## config.mk

```make
export PLATFORM = sky130hd
export DESIGN_NAME = down_sram_drain_reader
export DESIGN_NICKNAME = d
export VERILOG_FILES = /design/src/rtl/down_sram_drain_reader.sv
export SDC_FILE = /design/constraint.sdc
export NUM_CORES = 1
export LEC_CHECK = 0
export CORE_UTILIZATION = 50
export DETAILED_ROUTE_END_ITERATION = 8
export PLACE_DENSITY_LB_ADDON = 0.12
export SYNTH_ARGS = -nofsm -noshare
export SYNTH_HDL_FRONTEND = slang
export SYNTH_SLANG_ARGS = --single-unit
export TNS_END_PERCENT = 100
```

## constraint.sdc

```tcl
create_clock -name clk -period 4.3 [get_ports clk]
set_input_delay 1.075 -clock clk [delete_from_list [all_inputs] [get_ports clk]]
set_output_delay 1.075 -clock clk [all_outputs]
set_load 0.02 [all_outputs]
```

## src/rtl/down_sram_drain_reader.sv

```systemverilog
// down_sram_drain_reader
//   Read-side master for the systolic array's output ("down") SRAM bank.
//   After a drain is launched it walks an inclusive address range, issues
//   one SRAM read per address, absorbs the 1-cycle read latency and delivers
//   each result row on a valid/ready stream. A credit rule over a 2-entry
//   buffer guarantees backpressure never drops or overwrites data.
//
// Ports
//   clk, rst        clock, synchronous active-high reset
//   i_start         1-cycle launch pulse (ignored while busy)
//   i_start_addr    first address, sampled with i_start
//   i_end_addr      last address (inclusive), sampled with i_start
//   o_rd_en         SRAM read enable
//   o_rd_addr       SRAM read address (holds last value when idle)
//   i_rd_data       SRAM read data, valid the cycle after o_rd_en
//   o_valid/i_ready stream handshake
//   o_data          stream word
//   o_last          marks the final word of the range
//   o_busy          drain in progress
//   o_done          1-cycle pulse when the final word is accepted
//   o_err           1-cycle pulse when a launch had end < start
module down_sram_drain_reader #(
  parameter int NUM_COL              = 8,
  parameter int OUT_DATA_WIDTH       = 32,
  parameter int LOG2_SRAM_BANK_DEPTH = 10
) (
  input  logic                              clk,
  input  logic                              rst,
  input  logic                              i_start,
  input  logic [LOG2_SRAM_BANK_DEPTH-1:0]   i_start_addr,
  input  logic [LOG2_SRAM_BANK_DEPTH-1:0]   i_end_addr,
  output logic                              o_rd_en,
  output logic [LOG2_SRAM_BANK_DEPTH-1:0]   o_rd_addr,
  input  logic [NUM_COL*OUT_DATA_WIDTH-1:0] i_rd_data,
  output logic                              o_valid,
  input  logic                              i_ready,
  output logic [NUM_COL*OUT_DATA_WIDTH-1:0] o_data,
  output logic                              o_last,
  output logic                              o_busy,
  output logic                              o_done,
  output logic                              o_err
);

  localparam int DW = NUM_COL * OUT_DATA_WIDTH;
  localparam int AW = LOG2_SRAM_BANK_DEPTH;

  typedef enum logic [1:0] {
    IDLE  = 2'd0,
    READ  = 2'd1,
    FLUSH = 2'd2,
    DONE  = 2'd3
  } state_t;

  state_t        state_q, state_d;
  logic [AW-1:0] end_q;
  logic [AW-1:0] rd_ptr_q;
  logic [AW-1:0] last_addr_q;
  logic          inflight_q;
  logic          inflight_last_q;
  logic          err_q;

  // 2-entry result buffer
  logic          wr_idx_q;
  logic          rd_idx_q;
  logic [1:0]    count_q;
  logic [1:0]    count_d;

  logic          start_ok;
  logic          start_bad;
  logic          pop;
  logic          push;
  logic          head_last;
  logic [2:0]    credit_used;
  logic          rd_en;
  logic          issue_last;

  assign start_ok  = (state_q == IDLE) && i_start && (i_end_addr >= i_start_addr);
  assign start_bad = (state_q == IDLE) && i_start && (i_end_addr <  i_start_addr);

  assign o_valid = (count_q != 2'd0);
  assign pop     = o_valid && i_ready;
  assign push    = inflight_q;

  // Buffer slots already spoken for, crediting a pop happening this cycle.
  // A pop implies count_q >= 1, so the subtraction never underflows.
  assign credit_used = {1'b0, count_q} + {2'b00, inflight_q} - {2'b00, pop};

  assign rd_en      = (state_q == READ) && (credit_used < 3'd2);
  // Equality (not a magnitude test) so an end of all-ones never lets the
  // wrapped pointer trigger another read.
  assign issue_last = rd_en && (rd_ptr_q == end_q);

  assign o_rd_en   = rd_en;
  assign o_rd_addr = rd_en ? rd_ptr_q : last_addr_q;
  assign o_busy    = (state_q == READ) || (state_q == FLUSH);
  assign o_done    = (state_q == DONE);
  assign o_err     = err_q;

  // Buffer storage, one register slot per entry
  for (genvar gi = 0; gi < 2; gi++) begin : g_entry
    logic [DW-1:0] data_q;
    logic          last_q;

    always_ff @(posedge clk) begin
      if (rst) begin
        data_q <= '0;
        last_q <= 1'b0;
      end else if (push && (wr_idx_q == gi[0])) begin
        data_q <= i_rd_data;
        last_q <= inflight_last_q;
      end
    end
  end

  assign o_data    = rd_idx_q ? g_entry[1].data_q : g_entry[0].data_q;
  assign head_last = rd_idx_q ? g_entry[1].last_q : g_entry[0].last_q;
  assign o_last    = o_valid && head_last;

  always_comb begin
    count_d = count_q;
    case ({push, pop})
      2'b10:   count_d = count_q + 2'd1;
      2'b01:   count_d = count_q - 2'd1;
      default: count_d = count_q;
    endcase
  end

  always_comb begin
    state_d = state_q;
    case (state_q)
      IDLE:    if (start_ok) state_d = READ;
      READ:    if (issue_last) state_d = FLUSH;
      FLUSH:   if (pop && head_last) state_d = DONE;
      DONE:    state_d = IDLE;
      default: state_d = IDLE;
    endcase
  end

  always_ff @(posedge clk) begin
    if (rst) begin
      state_q         <= IDLE;
      end_q           <= '0;
      rd_ptr_q        <= '0;
      last_addr_q     <= '0;
      inflight_q      <= 1'b0;
      inflight_last_q <= 1'b0;
      err_q           <= 1'b0;
      wr_idx_q        <= 1'b0;
      rd_idx_q        <= 1'b0;
      count_q         <= 2'd0;
    end else begin
      state_q         <= state_d;
      err_q           <= start_bad;
      inflight_q      <= rd_en;
      inflight_last_q <= issue_last;
      count_q         <= count_d;
      if (push) wr_idx_q <= ~wr_idx_q;
      if (pop)  rd_idx_q <= ~rd_idx_q;
      if (start_ok) begin
        rd_ptr_q <= i_start_addr;
        end_q    <= i_end_addr;
      end else if (rd_en) begin
        rd_ptr_q <= rd_ptr_q + AW'(1);
      end
      if (rd_en) last_addr_q <= rd_ptr_q;
    end
  end

endmodule

```

-- After elaboration in Yosys (flattened, before gate mapping)
Cells that the tools add are included.
- $add $sub $neg: 5
- order comparisons: 3
- equality and inequality tests: 9
- mux-type cells: 10
- bitwise logic cells: 2
- reductions and logical operators: 16
- operators by type and width (kind ; number):
    $mux W256 ; 1
    $mux W10 ; 3
    $add A10 B1 Y10 const B ; 1
    $eq A10 B10 Y1 ; 1
    $ge A10 B10 Y1 ; 1
    $logic_and A1 B1 Y1 ; 10
    $lt A10 B10 Y1 ; 1
    $pmux W2 S4 ; 1
    $eq A2 B2 Y1 const B ; 3
    $mux W2 ; 3
    $reduce_bool A2 Y1 ; 3
    $eq A2 B1 Y1 const B ; 2
    $ne A2 B2 Y1 const B ; 2
    $pmux W2 S2 ; 1
    $add A2 B1 Y3 ; 1
    $lt A3 B2 Y1 const B ; 1
    $reduce_and A3 Y1 ; 1
    $sub A3 B1 Y3 ; 1
    $add A2 B1 Y2 const B ; 1
    $logic_not A2 Y1 ; 1
    $ne A2 B1 Y1 const B ; 1
    $not A1 Y1 ; 2
    $sub A2 B1 Y2 const B ; 1
    $logic_or A1 B1 Y1 ; 1
    $mux W1 ; 1
- register bits after elaboration: 553
- bits of input ports: 280
- output and inout bits: 272
- logic and storage cells: 59

-- Longest topological paths before layout
Gate-level depths: netlist of the first run.
- depth after elaboration: 8
- mapped depth: 12
- mapped depth without buffers: 11

-- Worst setup path before layout of the first run
Ideal clock, no wire load.
- path kind: input port to output port
- from: input port i_ready
- to: output port o_rd_addr[8]
- arrival: 2829 ps
- required time: 3225 ps
- setup slack: 396 ps
- stages on the path: 9
- buffers on the path: 1
- cell sequence: nand2b_1 nor2_1 or2_2 nand2_1 fa_1 xnor2_1 and3_1 buf_2 mux2_2
- cells in the longest elaborated chain, start to end: 5
- RTL lines (what ; RTL line ; source):
    start, declared ; 36 ; input logic i_ready,
    $logic_and A1 B1 Y1 ; 81 ; assign pop = o_valid && i_ready;
    $sub A3 B1 Y3 ; 86 ; assign credit_used = {1'b0, count_q} + {2'b00, inflight_q} - {2'b00, pop};
    $lt A3 B2 Y1 ; 88 ; assign rd_en = (state_q == READ) && (credit_used < 3'd2);
    $logic_and A1 B1 Y1 ; 88 ;
    net o_rd_en ; 32 ; output logic o_rd_en,
    $mux W10 ; -- ;
    end, declared ; 33 ; output logic [LOG2_SRAM_BANK_DEPTH-1:0] o_rd_addr,
The timed path passes the listed nets, and every way through them passes these cells.

-- Worst setup path after layout of the first run
- from: input port i_ready
- to: output port o_rd_addr[4]
- cells in the longest elaborated chain, start to end: 5
- RTL lines (what ; RTL line):
    $logic_and A1 B1 Y1 ; 81
    $sub A3 B1 Y3 ; 86
    $lt A3 B2 Y1 ; 88
    $logic_and A1 B1 Y1 ; 88
    $mux W10 ; --
Every way passes these cells.

==> results of run 1 <==
-- where the power goes --
group	switching, mW	internal [mW]	leakage [nW]
logic	1.71	1.42	5.38
registers	0.209	5.47	4.47
clock network	2.01	2.84	0.899
total	3.93	9.73	10.7
-- placed cells by master, fill, tap and decap left out, types with 3 or more instances in the layout --
cell type        count
a211oi_1            11
a21oi_1            522
buf_12              13
buf_4               26
clkbuf_1            18
clkbuf_16           57
clkbuf_8            17
clkdlybuf4s15_2      8
clkdlybuf4s50_1    538
clkinv_2             4
dfxtp_1            552
diode_2             14
ha_1                16
inv_1               16
mux2_2             266
mux2i_1             13
nand2_1           1037
nand4_1              8
nor2_1              30
nor2b_1             13
o21ai_0              3
xnor2_1              4
xor2_1              17
-- tightest hold or removal path: cells and delay by family (launching register included) --
family	cells	cell delay [ns]
compound gates	1	0.05
simple gates	1	0.05
flops	1	0.30
-- cell families (layout without fill, tap and decap cells) --
family          after synthesis  after routing  synth area share, %
compound gates              542            542                 12.3
xor+xnor                     22             22                0.857
fa+ha+maj                    17             17                0.979
buf+inv                     227            706                 3.82
flops                       553            553                 49.2
mux                         279            279                 13.9
other cells                   0             14                    0
simple gates               1107           1107                 19.0
-- worst max-delay path by stage --
| stage | slack [ns] | cells past startpoint | endpoint |
|---|---|---|---|
| finish | 0.02 | 10 | o_rd_addr[4] |
| global route | -0.05 | 11 | o_rd_addr[0] |
| CTS | 0.02 | 10 | o_rd_en |
| detailed placement | -0.59 | 11 | o_rd_addr[6] |
| global placement | -0.55 | 11 | o_rd_addr[1] |
| floorplan | 0.40 | 9 | o_rd_addr[8] |
-- metal layers --
metal	track usage (%)	part of all wire [%]
met1	34.3	39
met5	0	0.10
met3	8.64	7.9
met4	13.9	4.7
met2	50.0	48
-- synthesized netlist by cell type (2+ instances only) --
library cell / number / share of area, %
a211oi_1: 11 / 0.37
a21oi_1: 522 / 12
and3_1: 3 / 0.083
buf_1: 13 / 0.22
buf_2: 5 / 0.11
clkbuf_1: 193 / 3.2
dfxtp_1: 553 / 49
ha_1: 16 / 0.89
inv_1: 16 / 0.27
mux2_2: 266 / 13
mux2i_1: 13 / 0.58
nand2_1: 1039 / 17
nand2b_1: 3 / 0.083
nand4_1: 8 / 0.22
nor2_1: 31 / 0.52
nor2b_1: 14 / 0.39
nor4_1: 2 / 0.056
nor4_2: 2 / 0.11
o21ai_0: 3 / 0.067
xnor2_1: 5 / 0.19
xor2_1: 17 / 0.66
-- area by class of cell --
cell class              count  area, sq um
clock inverters             8         97.6
fillers                  3506        14000
well taps                 592          741
repair buffers            590         6000
clock buffers              92         1730
inverters                  16         60.1
diodes                     14         35.0
multi-input cells        1967        10600
flip-flops and latches    553        11100
-- metrics by stage --
step / setup slack (ns) / util (%)
finish: 0.0191 / 68.5
global route: -0.0459 / 68.5
CTS: 0.0150 / 68.4
detailed placement: -0.594 / 64.1
global placement: -0.555 / 64.1
floorplan: 0.396 / -
-- sequential cells by signal, summed over array words and instances (netlist names) --
name and cells:
count_q 2, end_q 10, g_entry.data_q 512, g_entry.last_q 2
inflight_last_q 1, inflight_q 1, last_addr_q 10, o_err 1
rd_idx_q 1, rd_ptr_q 10, state_q 2, wr_idx_q 1
-- timing repair --
action / CTS / global route
endpoints found under the setup margin: 11 / 11
buffers inserted: 1 / 1
pin swaps: 3 / 5
cloned: 1 / 0
resized for setup: 42 / 3
==> impl_metrics.yaml, run 1 <==
outcome:
  status: "complete, no violations"
grt:
  overflow: 0
  grt_max_degree: 161
  antenna_found_initial: 17
  grt_pass1_vias: 20500
  track_usage_pct: 29.6
  grt_pass1_wl_microns: 110000
sta:
  setup_tns_ns: 0
  fin_skew_ns: 0.0148
  max_freq_mhz: 234
  post-route-period-util_pct: 99.6
  hold_violations: 0
  timing.hold.ws_ns: 0.450
  tightest_slew_ns: 1.17
  setup_viol: 0
  grt_setup_unrepaired: "yes"
  relSlewSlack_pct: 22.1
  final_max_slew_viol_count: 0
  fin_crit_ns: 4.28
worst_hold_path:
  whs_path_depth: 2
  min_from: "g_entry[1].data_q[41]"
  hold_path_class: "reg -> reg"
  worstHoldEndpoint: "g_entry[1].data_q[41]"
routing:
  drc: 0
  routed_wirelength_microns: 70300
  dr.pass1.iters: 5
  wire_per_inst_microns: 18.4
  via_per_inst: 5.37
  num_vias: 20600
  drt-initial-drc-count: 1391
  ant_nets: 0
critical_path:
  reg2reg_from: "count_q[1]"
  crit_fanout: 6
  cpLargestDelayFamily: "simple AND/OR/NAND/NOR gates"
  cp_num_buf_inv: 3
  worstSetupPathType: "in -> out"
  slowest_stage: "fa_2"
  worstPathRequired_ns: 3.22
  r2r_slack_ns: 1.27
  crit_chain: "clkdlybuf4s15_2 -> nand2b_1 -> nor2_2 -> or2_4 -> nand2_2 -> fa_2 -> and3_4 -> bufbuf_16 -> mux2_2 -> buf_2"
  cp.arrival_ns: 3.21
  endpoint_kind: "output pin"
  r2r_cells: 11
  startpoint_type: "input pin"
  critical_path.max_stage_delay_ns: 0.53
  r2r_end: "state_q[0]"
  crit_start: "i_ready"
clock_tree:
  ctsHoldBuffers: 0
  clk_pin_slew_ns: 0.06
  clock-root-buffer: "clkbuf_16"
  clk_latency_ns: 0.61
  htree_levels: 2
  cts_sinks: 553
  cts_tree: "built"
  numCtsBuffers: 56
  ctsLongestPathBuffers: 3
synthesis:
  ys_warn_count: 0
  seq_area_frac_synth_pct: 49.2
  ys_async_sr_fraction_pct: 0
  synth_seq_cells: 553
  syn-cell-area_sq_mm: 0.0225
  postSynthAreaPerCell_sq_um: 8.19
  synthFlopType: "dfxtp_1"
  synth-edff-count: 0
  syn_inst: 2747
  syn_nets: 3044
  synth_cell_types: 33
floorplan:
  die-area_sq_mm: 0.0458
  rows: 77
  ios: 552
  die_h_microns: 214
  core_sq_mm: 0.0443
  initial_core_util_pct: 50.7
  die_x_microns: 214
placement:
  dp_cells: 3715
  place_area_sq_mm: 0.0284
  io_buffers: 551
  dp_hpwl_microns: 45800
  place.gp.congestion: 0.850
finish:
  fin_nets: 3481
  drive_gt1_share_pct: 12.8
  syn_to_final_growth_pct: 35.0
  instances_no_fill: 3832
  fin_area_sq_mm: 0.0304
power_and_ir_drop:
  total_power_mw: 13.7
  p_leak_nw: 10.7
  powerDensity_mw_per_mm2: 450
  ir_drop_mv: 0.346
run:
  max_cap_violations: 0
Power figures use the tool's default switching activity.
==> inputs of run 2 (changes only) <==
Settings changed: TNS_END_PERCENT 100 to 50.
==> results of run 2 <==
Same layout as run 1: the final DEF is identical, and so are final timing and power.
==> inputs of run 3 (changes only) <==
Settings changed: CTS_CLUSTER_SIZE set to 40.
==> results of run 3 <==
Same layout as run 1: the final DEF is identical, and so are final timing and power.
